===== config.mk =====
export PLATFORM = sky130hd
export DESIGN_NAME = usxgmii_rx_rate_adapt
export DESIGN_NICKNAME = d
export VERILOG_FILES = /design/src/rtl/usxgmii_rx_rate_adapt.sv
export SDC_FILE = /design/constraint.sdc
export NUM_CORES = 1
export LEC_CHECK = 0
export CORE_UTILIZATION = 50
export DETAILED_ROUTE_END_ITERATION = 8
export PLACE_DENSITY = 0.93
export SLEW_MARGIN = 20
export SYNTH_ARGS = -nofsm -noshare
export SYNTH_HDL_FRONTEND = slang
export SYNTH_SLANG_ARGS = --single-unit

===== constraint.sdc =====
create_clock -name i_usxgmii_clock -period 4.54 [get_ports i_usxgmii_clock]
set_input_delay 1.362 -clock i_usxgmii_clock [delete_from_list [all_inputs] [get_ports i_usxgmii_clock]]
set_output_delay 1.362 -clock i_usxgmii_clock [all_outputs]
set_load 0.01 [all_outputs]

===== src/rtl/usxgmii_rx_rate_adapt.sv =====
// Receive-side USXGMII rate adaptation: collapses each R-fold replicated PCS word into one
// strobed word, aligns the sampling phase to START and flags replicas that disagree.
module usxgmii_rx_rate_adapt #(
  parameter int unsigned P_ERR_CNT_WIDTH  = 16,
  parameter logic [7:0]  P_START_CHAR     = 8'hFB,
  parameter bit          P_CHECK_REPLICAS = 1'b1
) (
  input  logic                       i_usxgmii_clock,
  input  logic                       i_usxgmii_reset,
  input  logic [2:0]                 i_speed,
  input  logic                       i_pcs_valid,
  input  logic [3:0]                 i_pcs_control,
  input  logic [31:0]                i_pcs_data,
  output logic                       o_usxgmii_valid,
  output logic [3:0]                 o_usxgmii_control,
  output logic [31:0]                o_usxgmii_data,
  output logic                       o_locked,
  output logic                       o_rep_error,
  output logic [P_ERR_CNT_WIDTH-1:0] o_rep_error_count,
  output logic                       o_speed_error
);

  // Stream protocol: no backpressure on either side. i_pcs_valid qualifies the input word in
  // the cycle it is high; o_usxgmii_valid is a one-cycle strobe the consumer must take at once,
  // while o_usxgmii_control/o_usxgmii_data hold the last strobed word between strobes.

  typedef enum logic {
    ST_HUNT   = 1'b0,
    ST_LOCKED = 1'b1
  } state_t;

  localparam logic [3:0]  IDLE_CTL  = 4'hF;
  localparam logic [31:0] IDLE_DATA = 32'h07070707;

  state_t                     state_q, state_d;
  logic [2:0]                 speed_q;
  logic [9:0]                 cnt_q, cnt_d;
  logic                       prev_hit_q, prev_hit_d;
  logic                       valid_q, valid_d;
  logic [3:0]                 ctl_q, ctl_d;
  logic [31:0]                data_q, data_d;
  logic                       rep_err_q, rep_err_d;
  logic [P_ERR_CNT_WIDTH-1:0] err_cnt_q, err_cnt_d;

  logic       speed_change;
  logic       speed_bad;
  logic       start_hit;
  logic       start_edge;
  logic       replica_bad;
  logic [9:0] last_phase;
  logic [9:0] cnt_next;

  // Last phase index of a replication group (R-1) for the registered speed.
  always_comb begin
    last_phase = 10'd0;
    case (speed_q)
      3'd1:    last_phase = 10'd1;
      3'd2:    last_phase = 10'd3;
      3'd3:    last_phase = 10'd9;
      3'd4:    last_phase = 10'd99;
      3'd5:    last_phase = 10'd999;
      default: last_phase = 10'd0;
    endcase
  end

  assign speed_change = (i_speed != speed_q);
  assign speed_bad    = speed_q[2] & speed_q[1];
  assign start_hit    = i_pcs_control[0] && (i_pcs_data[7:0] == P_START_CHAR);
  assign start_edge   = start_hit && !prev_hit_q;
  assign cnt_next     = (cnt_q == last_phase) ? 10'd0 : cnt_q + 10'd1;
  // The output register doubles as the sample: in LOCKED it always holds the last word emitted.
  assign replica_bad  = ({i_pcs_control, i_pcs_data} != {ctl_q, data_q});

  always_comb begin
    state_d    = state_q;
    cnt_d      = cnt_q;
    prev_hit_d = prev_hit_q;
    valid_d    = 1'b0;
    ctl_d      = ctl_q;
    data_d     = data_q;
    rep_err_d  = 1'b0;
    err_cnt_d  = err_cnt_q;

    if (speed_change) begin
      // The word arriving with a speed change is dropped outright.
      cnt_d   = 10'd0;
      state_d = (i_speed == 3'd0) ? ST_LOCKED : ST_HUNT;
    end else if (i_pcs_valid) begin
      prev_hit_d = start_hit;
      if (speed_bad) begin
        state_d = ST_HUNT;
      end else if (speed_q == 3'd0) begin
        state_d = ST_LOCKED;
        valid_d = 1'b1;
        ctl_d   = i_pcs_control;
        data_d  = i_pcs_data;
      end else if (start_edge) begin
        // Realign (or acquire) on START; it wins over any replica check.
        state_d = ST_LOCKED;
        cnt_d   = 10'd1;
        valid_d = 1'b1;
        ctl_d   = i_pcs_control;
        data_d  = i_pcs_data;
      end else begin
        cnt_d = cnt_next;
        if (cnt_q == 10'd0) begin
          valid_d = 1'b1;
          if (state_q == ST_LOCKED) begin
            ctl_d  = i_pcs_control;
            data_d = i_pcs_data;
          end else begin
            ctl_d  = IDLE_CTL;
            data_d = IDLE_DATA;
          end
        end else if (P_CHECK_REPLICAS && (state_q == ST_LOCKED) && replica_bad) begin
          rep_err_d = 1'b1;
          state_d   = ST_HUNT;
          if (err_cnt_q != {P_ERR_CNT_WIDTH{1'b1}}) begin
            err_cnt_d = err_cnt_q + P_ERR_CNT_WIDTH'(1);
          end
        end
      end
    end
  end

  always_ff @(posedge i_usxgmii_clock or posedge i_usxgmii_reset) begin
    if (i_usxgmii_reset) begin
      state_q    <= ST_HUNT;
      speed_q    <= 3'd0;
      cnt_q      <= 10'd0;
      prev_hit_q <= 1'b0;
      valid_q    <= 1'b0;
      ctl_q      <= IDLE_CTL;
      data_q     <= IDLE_DATA;
      rep_err_q  <= 1'b0;
      err_cnt_q  <= '0;
    end else begin
      state_q    <= state_d;
      speed_q    <= i_speed;
      cnt_q      <= cnt_d;
      prev_hit_q <= prev_hit_d;
      valid_q    <= valid_d;
      ctl_q      <= ctl_d;
      data_q     <= data_d;
      rep_err_q  <= rep_err_d;
      err_cnt_q  <= err_cnt_d;
    end
  end

  assign o_usxgmii_valid   = valid_q;
  assign o_usxgmii_control = ctl_q;
  assign o_usxgmii_data    = data_q;
  assign o_locked          = (state_q == ST_LOCKED);
  assign o_rep_error       = rep_err_q;
  assign o_rep_error_count = err_cnt_q;
  assign o_speed_error     = speed_bad;

endmodule

# Yosys cells after proc, flatten, opt, wreduce, memory -nomap -nowiden
# Index checks and enable logic that the tools add are counted.
[totals]
regBits = 69
input_bits = 42
out_inout_bits = 56
word_cells = 81
[classes]
add_sub_neg = 2
n_eq_ne = 13
n_mux = 36
bitwise = 6
n_reduce_logical = 15
[op_table]
columns = ["op", "n"]
rows = [
  ["2-to-1 mux 32 bit", 4],
  ["2-to-1 mux 10 bit", 6],
  ["one-hot mux 10 bit (5 select lines)", 1],
  ["inequality test 36 bit", 1],
  ["2-to-1 mux 1 bit", 21],
  ["adder 16 x 1 -> 16 bit, second input constant", 1],
  ["2-to-1 mux 4 bit", 4],
  ["inequality test 16 bit, second input constant", 1],
  ["adder 10 x 1 -> 10 bit, second input constant", 1],
  ["== test 10 bit", 1],
  ["logical NOT 10 bit", 1],
  ["== test 8 bit, second input constant", 1],
  ["AND reduction 8 bit", 1],
  ["== test 3 x 2 -> 1 bit, second input constant", 2],
  ["== test 3 bit, second input constant", 2],
  ["logical NOT 3 bit", 2],
  ["AND reduction 3 bit", 2],
  ["inequality test 5 bit, second input constant", 1],
  ["inverter 1 bit", 5],
  ["nonzero test 5 bit", 1],
  ["AND reduction 4 bit", 1],
  ["== test 3 x 1 -> 1 bit, second input constant", 1],
  ["logical AND 1 bit", 3],
  ["inequality test 3 bit", 1],
  ["7 further kinds", 7],
]

# Logic depth before layout (Yosys ltp)
[logic_depth]
word_depth = 9
depth_mapped = 9

# Least setup slack after synthesis
# OpenSTA, ideal clock, no wires.
[synth_path]
path_kind = "input-to-reg"
startpoint = "input port i_speed[1]"
endpoint = "register err_cnt_q[13], in the netlist o_rep_error_count[13]"
t_arrival_ps = 2955
path_slack_ps = 1460
stages = 6
cell_sequence = "xor2_2 > or3_4 > nor4b_4 > nand2b_2 > or4_1 > xnor2_1"
[synth_via]
elab_chain_len = 3
[synth_rtl]
columns = ["element", "line_no", "source"]
rows = [
  ["from (decl)", "10", "input logic [2:0] i_speed,"],
  ["inequality test 3 bit", "66", "assign speed_change = (i_speed != speed_q);"],
  ["inverter 1 bit (no source line)", "--", ""],
  ["AND reduction 8 bit (no source line)", "--", ""],
  ["to (signal assigned)", "146", "err_cnt_q <= err_cnt_d;"],
  ["to (decl)", "43", "logic [P_ERR_CNT_WIDTH-1:0] err_cnt_q, err_cnt_d;"],
]
# No other way between the ends.
# A chain may end at the register's enable or synchronous reset.

# Final worst setup path
[layout_path]
startpoint = "input port i_speed[0]"
endpoint = "register data_q[13], in the netlist o_usxgmii_data[13]"
[layout_via]
elab_chain_len = 3
[layout_rtl]
columns = ["element", "line_no", "source"]
rows = [
  ["inequality test 3 bit", "66", ""],
  ["inverter 1 bit (no source line)", "--", ""],
  ["AND reduction 4 bit (no source line)", "--", ""],
  ["to (signal assigned)", "144", "data_q <= data_d;"],
  ["to (decl)", "41", "logic [31:0] data_q, data_d;"],
]
# No other way between the ends.

==> metrics <==
outcome=finished, final reports clean; drt first-iter violations=roughly 320; Hold Violations, Final=0; Syn Nets=442; largest fanout on the critical path=36; P_leak=2.26 nW; Post-CTS Setup Inserts=0; Worst setup EP type=register; FMAX=269 MHz; Worst R2R Setup Slack=approximately 1800 ps; WP data required=4770 ps; Port Buf Inserts=97; initial antenna violation count=0; Via density=about 5.7; Root Buffer=clkbuf_8; TritonCTS clock tree=done; Resize count post-CTS=0; Antenna Cells=0; total negative setup slack=0 ps; Synth Flop Type=dfrtp_1; Final Wtd Congestion=0.875; # nets final=540; origin of the critical flop-to-flop path=speed_q[2]; Clock Skews=around 12 ps; power density over cell area=roughly 400 nW/um2; hold_sp=o_usxgmii_data[10]; hpwl dp=between 7000 and 8000 um; fin. max-slew vios=0; Clock Latency Late Sink=about 350 ps; Hold Path Sink=o_usxgmii_data[10]; CTS Sinks=69; EDFF count, synth=0; RSZ-0062 raised after global routing=false; die area=between 7000 and 8000 um2; worst path arrival time=between 3000 and 4000 ps; core area=6940 um2; max cap viols=0; Final min period=3720 ps; fin crit share=82.0%; type of the worst min-delay path=register to register; drt drc=0; WL final=10200 um; post-layout instance area=4970 um2; total number of vias=3425; Startpoint Class=input port; worst slew pin tran=993 ps; Worst VDD drop=0.249 mV; Post-Syn Area=between 3000 and 4000 um2; Routed Antenna Nets=0; drt pass-1 iters=5; largest net degree at the start of global routing=38; WL/cell=roughly 17 um; final setup violation count=0; ratio of cells with drive above 1 in the final layout=9.20%; Ports=a little under 100; area grow syn2layout=35.0%; number of global-route vias before repair=3560; register area share after synthesis=between 40% and 50%; Synth Warn #=0; first-pass GRT wire length=16700 um; Placed Area=4740 um2; Async S/R FF share, synth=100%; Initial Util=~53%; # H-tree levels=3; site row count=30; total grt overflow=0; DIE WIDTH=87.8 um; Clock Path Buffers=2; Final Core Density=a little under three quarters; TritonCTS Buffers=9; Synth cell types=47; FF-to-FF End=o_usxgmii_data[13]; Vert. Die Dim=about 88 um; cts hold-fix bufs=0; CP startpoint=i_speed[0]; cells after synthesis=397; Slew HR=between 30% and 40%; Hold Path Cell Cnt=2; GR Util All Layers=28.3%; kind of critical path=input port to register; clk slew on worst S/H paths=80 ps; syn avg cell area=9.27 um2; worst reg-to-reg path cell count=8; FF+latch count, synth=69
[cells by family after synthesis]
group           after synthesis  share of synthesized area [%]
simple gates                198                           26.5
flops                        69                           47.5
buf+inv                      23                           2.65
fa+ha+maj                     3                           1.02
compound gates               43                           7.45
xor+xnor                     59                           14.3
mux                           2                          0.612
[power by group]
part / switching, mW / leakage (nW) / internal [mW] / total (mW)
sequential: 0.108 / 0.891 / 0.758 / 0.866
combinational: 0.271 / 1.25 / 0.290 / 0.561
clock: 0.252 / 0.115 / 0.313 / 0.565
[state kept, by name, indices dropped and copies added (netlist names)]
register / flops
o_usxgmii_control: 4
o_rep_error_count: 16
o_usxgmii_valid: 1
o_usxgmii_data: 32
prev_hit_q: 1
o_locked: 1
cnt_q: 10
speed_q: 3
o_rep_error: 1
[synth_stat cells, types with 3 or more instances]
master,number,area [um2]
a21o_1,5,37.5
a21oi_1,3,15.0
a31oi_1,3,18.8
and2_1,4,25.0
and3_1,5,31.3
and4_1,3,26.3
buf_2,3,15.0
clkbuf_1,11,41.3
dfrtp_1,53,1330
dfstp_2,16,420
ha_1,3,37.5
inv_1,6,22.5
nand2_1,88,330
nand3_1,35,175
nand4_1,11,68.8
nor2_1,13,48.8
nor3_1,10,50.1
nor4_1,12,75.1
o21ai_0,20,100
or3_1,4,25.0
xnor2_1,13,114
xor2_1,45,394
[final cells by class]
| cell class | count | area [um2] |
|---|---|---|
| Clock buffer | 9 | 124 |
| Clock inverter | 7 | 98.8 |
| Fill cell | 480 | 1980 |
| Inverter | 7 | 26.3 |
| Multi-Input combinational cell | 305 | 1830 |
| Sequential cell | 69 | 1750 |
| Tap cell | 96 | 120 |
| Timing Repair Buffer | 103 | 1020 |
[metal layers]
metal / routed length [um] / vias to the layer above / global-route usage, %
met5: 0 / - / 0
met3: 629 / 33 / 6.69
met2: 5090 / 164 / 46.3
li1: - / 1564 / -
met4: 342 / 0 / 14.8
met1: 4140 / 1664 / 34.9
[metrics by stage]
stage / std cells / setup WS [ps] / hold slack [ps] / power (mW)
CTS: 596 / 871 / 477 / 1.99
floorplan: 397 / 1460 / 471 / 1.10
detailed placement: 580 / 556 / 465 / 1.42
global placement: 580 / 733 / 454 / 1.40
global route: 596 / 571 / 487 / 2.08
finish: 596 / 819 / 478 / 1.99
[worst max-delay path, cell delays in order]
cell and delay [ps]:
clkdlybuf4s50_1 550, xor2_1 290, nor3_1 90, buf_4 170, nand2_1 60, a21o_1 110, clkinv_1 760, nand3_1 430
nand2_1 100
[how the worst max path moves through the flow]
stage | slack, ps | endpoint | cells past startpoint
3_5_place_dp | 560 | o_usxgmii_data[26] | 9
4_1_cts | 870 | o_usxgmii_data[13] | 9
6_report | 820 | o_usxgmii_data[13] | 9
3_3_place_gp | 730 | o_usxgmii_data[30] | 9
5_1_grt | 570 | o_usxgmii_data[13] | 9
2_1_floorplan | 1460 | cnt_q[0] | 1
[placed cells by master (no fill, tap or decap), drive strengths merged, types with 2 or more instances in the layout]
cell type / count
a211oi: 2
a21o: 5
a21oi: 3
a31oi: 3
and2: 4
and3: 5
and4: 3
buf: 6
bufinv: 2
clkbuf: 9
clkdlybuf4s50: 97
clkinv: 5
dfrtp: 53
dfstp: 16
ha: 3
inv: 7
mux2: 2
nand2: 88
nand2b: 2
nand3: 35
nand3b: 2
nand4: 11
nor2: 13
nor2b: 2
nor3: 10
nor4: 12
nor4b: 2
o21ai: 20
o31ai: 2
o41ai: 2
or3: 5
xnor2: 13
xor2: 46
(Power assumes the default switching activity.)
